--- src/rtl/mc_pc_unit.sv ---
// Program-counter register and next-PC writer for the multi-cycle CPU.
// Selects the next PC from the control strobes, traps misaligned targets to
// a fixed vector and counts taken (non-sequential) PC writes.
module mc_pc_unit #(
    parameter logic [31:0] RESET_PC   = 32'h0000_0000,
    parameter logic [31:0] EXC_VECTOR = 32'h0000_0008
) (
    input  logic        clock,
    input  logic        resetn,
    input  logic        pc_write,
    input  logic        pc_write_cond,
    input  logic        zero,
    input  logic        br_ne,
    input  logic [1:0]  pc_source,
    input  logic [31:0] seq_pc,
    input  logic [31:0] br_target,
    input  logic [25:0] jidx,
    input  logic [31:0] reg_target,
    input  logic        inst_latch,
    input  logic        exc_clear,
    output logic [31:0] pc,
    output logic [31:0] inst_pc,
    output logic [31:0] epc,
    output logic        misalign,
    output logic [15:0] taken_cnt
);

    logic [31:0] pc_q;
    logic [31:0] inst_pc_q;
    logic [31:0] epc_q;
    logic        misalign_q;
    logic [15:0] taken_cnt_q;

    logic [31:0] jump_target;
    logic [31:0] candidate;
    logic        we;
    logic        redirect;
    logic        trap;

    // Next-PC candidate selection and write/trap decode.
    always_comb begin
        // Jump region comes from the registered PC, not the next PC.
        jump_target = {pc_q[31:28], jidx, 2'b00};
        candidate   = seq_pc;
        unique case (pc_source)
            2'b00: candidate = seq_pc;
            2'b01: candidate = br_target;
            2'b10: candidate = jump_target;
            2'b11: candidate = reg_target;
            default: candidate = seq_pc;
        endcase
        // zero ^ br_ne gives beq sense when br_ne = 0 and bne sense when br_ne = 1.
        we       = pc_write | (pc_write_cond & (zero ^ br_ne));
        redirect = we & (pc_source != 2'b00);
        trap     = we & (candidate[1:0] != 2'b00);
    end

    // PC, trap and counter state; reset discards any write in the same cycle.
    always_ff @(posedge clock) begin
        if (!resetn) begin
            pc_q        <= RESET_PC;
            inst_pc_q   <= RESET_PC;
            epc_q       <= 32'h0;
            misalign_q  <= 1'b0;
            taken_cnt_q <= 16'h0;
        end else begin
            if (inst_latch) begin
                inst_pc_q <= pc_q;
            end
            if (trap) begin
                // A trap beats a simultaneous exc_clear.
                pc_q       <= EXC_VECTOR;
                epc_q      <= candidate;
                misalign_q <= 1'b1;
            end else begin
                if (exc_clear) begin
                    epc_q      <= 32'h0;
                    misalign_q <= 1'b0;
                end
                if (we) begin
                    pc_q <= candidate;
                end
                if (redirect) begin
                    taken_cnt_q <= taken_cnt_q + 16'd1;
                end
            end
        end
    end

    assign pc        = pc_q;
    assign inst_pc   = inst_pc_q;
    assign epc       = epc_q;
    assign misalign  = misalign_q;
    assign taken_cnt = taken_cnt_q;

endmodule

--- config.mk ---
export PLATFORM = sky130hd
export DESIGN_NAME = mc_pc_unit
export DESIGN_NICKNAME = d
export VERILOG_FILES = /design/src/rtl/mc_pc_unit.sv
export SDC_FILE = /design/constraint.sdc
export NUM_CORES = 1
export LEC_CHECK = 0
export BUFFER_PORTS_ARGS = -buffer_cell sky130_fd_sc_hd__buf_2
export CAP_MARGIN = 25
export CORE_MARGIN = 3
export CORE_UTILIZATION = 40
export DETAILED_ROUTE_END_ITERATION = 16
export PLACE_DENSITY = 0.71
export SYNTH_ARGS = -nofsm -noshare
export SYNTH_HDL_FRONTEND = slang
export SYNTH_SLANG_ARGS = --single-unit
--- constraint.sdc ---
create_clock -name clock -period 5.8 [get_ports clock]
set_clock_uncertainty 0.05 [all_clocks]
set_input_delay 1.16 -clock clock [delete_from_list [all_inputs] [get_ports clock]]
set_output_delay 1.16 -clock clock [all_outputs]
set_load 0.02 [all_outputs]
==> impl_metrics.toml <==
[timing]
tightest_slew_ns = 0.896
slew_viol_final = 0
fin_crit_sh_pct = 61.9
finalSetupViolCount = 0
max_freq_ghz = 0.279
post-route-min-period_ns = 3.59
rsz0062_at_grt = "false"
hold_violations = 0
timing.hold.ws_ns = 0.417
setup_ws_ns = 2.21
fin_tns_setup_ns = 0
relSlewSlack_pct = 40.1

[placed_design]
gp_congestion = 0.770
pre_cts_ws_ns = 1.81
place_area_um2 = 6340
port-buffer-count = 244
dp_hpwl_um = 10700

[pwr]
p_leak_nw = 3.19
power.density_nw_per_um2 = 304
ir_worst_vdd_v = 0.000157

[die]
initial_core_util_pct = 41.2
die_x_um = 118
fp-row-count = 40
core-area_um2 = 12100
die_height_um = 118
design.die.area_um2 = 13800
io-pin-count = 245

[global_routing]
grt_pass1_vias = 4920
grt_use_total_pct = 22.4
antenna_found_initial = 1
grt_overflow = 0
grt_start_max_net_pins = 59
grt_pass1_wl_um = 24900

[cells_and_area]
final_common_cell = "buf_2"
final_util_pct = 57.1
area_growth_pct = 38.3
fillers = 1081
fin_nets = 883
seqCellArea_um2 = 2260
fin_area_um2 = 6880
layout_common_cells = "buf_2 (244), dfxtp_1 (113), nand2_1 (98)"
post_route_cells_drive_above_1_share_pct = 41.5
multi_input_area_um2 = 2560

[drt]
wl_um = 15200
viasPerCell = 5.18
vias = 4815
drt_iter0_drc = 364
dr_wl_met2_um = 7630
drc = 0
wl_met1_um = 6220
wl_per_cell_um = 16.4
route.met3.wl_um = 1190
first_pass_iters = 5
drtAntennaViolNets = 0
routed.top_layer = "met5"

[logic_synthesis]
synth_top_family_by_area = "multiplexers"
synth_xor_area_share_pct = 0.352
syn-num-nets = 654
synth_top_area_cell = "dfxtp_1"
synth_cells = 521
synth_top_area_share_pct = 45.5
postSynthAreaPerCell_um2 = 9.55
synth.ff_latch_count = 113
synthSimpleGateAreaFrac_pct = 18.7
synth_cell_type_count = 33
synth_compound_area_share_pct = 10.8
ys_warn_count = 0
synthTopCellsByArea = "dfxtp_1 (45%), mux4_2 (14%), a21oi_1 (7.7%), nand2_1 (7.4%), mux2i_1 (6.6%)"
synth.cell_area_um2 = 4970
synthMuxAreaShare_pct = 20.7
synthAdderAreaFrac_pct = 0.252
ys_seq_area_share_pct = 45.5

[clock_tree]
numCtsBuffers = 17
htreeDepth = 4
numClockSinks = 113
cts-root-buf = "clkbuf_16"
ctsResizeCount = 0
post_cts_buffers = 0
clock_latency_ns = 0.41
cts_tree = "yes"
clockBufferDepth = 2
cts_hold_buf = 0
cts.reportedPaths.clkPinSlew_ns = 0.05

[outcome]
status = "finished, final reports clean"

[job]
cap_violations = 0

[min_path]
hold_path.class = "reg2reg"
min-delay-start = "pc[17]"

[worst_setup_path]
reg2reg_from = "taken_cnt[2]"
crit_type = "in2reg"
setup.worst_path.start_class = "input pin"
cp.arrival_ns = 3.87
startpoint = "pc_source[1]"
cp-end-kind = "flop"
cp.required_ns = 6.08
cp_max_fo = 33
sequential cells by signal, summed over array words and instances, names as in the netlist:
signal,count
epc,32
inst_pc,32
misalign,1
pc,32
taken_cnt,16
cell usage after synthesis, drive strengths merged:
| cell | count |
|---|---|
| nor2 | 38 |
| a22o | 2 |
| o21ai | 9 |
| xor2 | 2 |
| nand3b | 30 |
| nand2b | 1 |
| dfxtp | 113 |
| a21o | 1 |
| buf | 9 |
| nor3 | 2 |
| o21a | 2 |
| mux4 | 30 |
| or3 | 7 |
| mux2 | 2 |
| o31ai | 7 |
| mux2i | 33 |
| a21oi | 77 |
| nand3 | 4 |
| ha | 1 |
| nor3b | 2 |
| nand4 | 1 |
| or4 | 8 |
| and3 | 3 |
| clkbuf | 32 |
| a22oi | 2 |
| inv | 4 |
| and4 | 1 |
| nand2 | 98 |
worst max-delay path, stage by stage:
cell     delay [ns]
buf_2          0.66
mux2_4         0.36
a22o_1         0.29
or4_4          0.65
or4_1          0.56
a21oi_1        0.16
power breakdown:
part / switching [mW] / internal (mW)
sequential: 0.0256 / 0.818
clock: 0.334 / 0.578
combinational: 0.196 / 0.141
total: 0.556 / 1.54
layer usage:
metal / up-vias / global-route usage, %
met4: 2 / 7.84
met3: 16 / 6.78
met2: 209 / 38.9
met1: 2270 / 26.4
li1: 2318 / -
met5: - / 0
cell type report:
type / instances / share of cell area, %
Sequential cell: 113 / 32.9
Antenna cell: 1 / 0.0364
Timing Repair Buffer: 251 / 19.0
Inverter: 4 / 0.218
Tap cell: 168 / 3.05
Clock buffer: 23 / 7.09
Clock inverter: 7 / 0.509
Multi-Input combinational cell: 363 / 37.2
cell families (layout without fill, tap and decap cells):
group,count (synthesis),after routing
AO/OA/AOI/OAI,100,100
XOR/XNOR,2,2
adder cells (fa/ha/maj),1,1
buffers and inverters,45,285
flip-flops,113,113
multiplexers,65,65
other,0,1
AND/OR/NAND/NOR,195,195
path summary, 6_finish.rpt:
check                                      to  slack, ns  cells after the start
worst max-delay path            taken_cnt[14]       2.21                      6
worst min-delay path                   pc[17]       0.42                      2
worst max register to register   taken_cnt[9]       3.86                      5
worst min register to register         pc[17]       0.42                      2
stage by stage:
step / instances / power [mW]
finish: 930 / 2.09
global route: 929 / 2.18
CTS: 928 / 2.11
detailed placement: 898 / 1.20
global placement: 897 / 1.19
floorplan: 521 / 1.06
No activity file was read; power rests on OpenSTA's default activity.
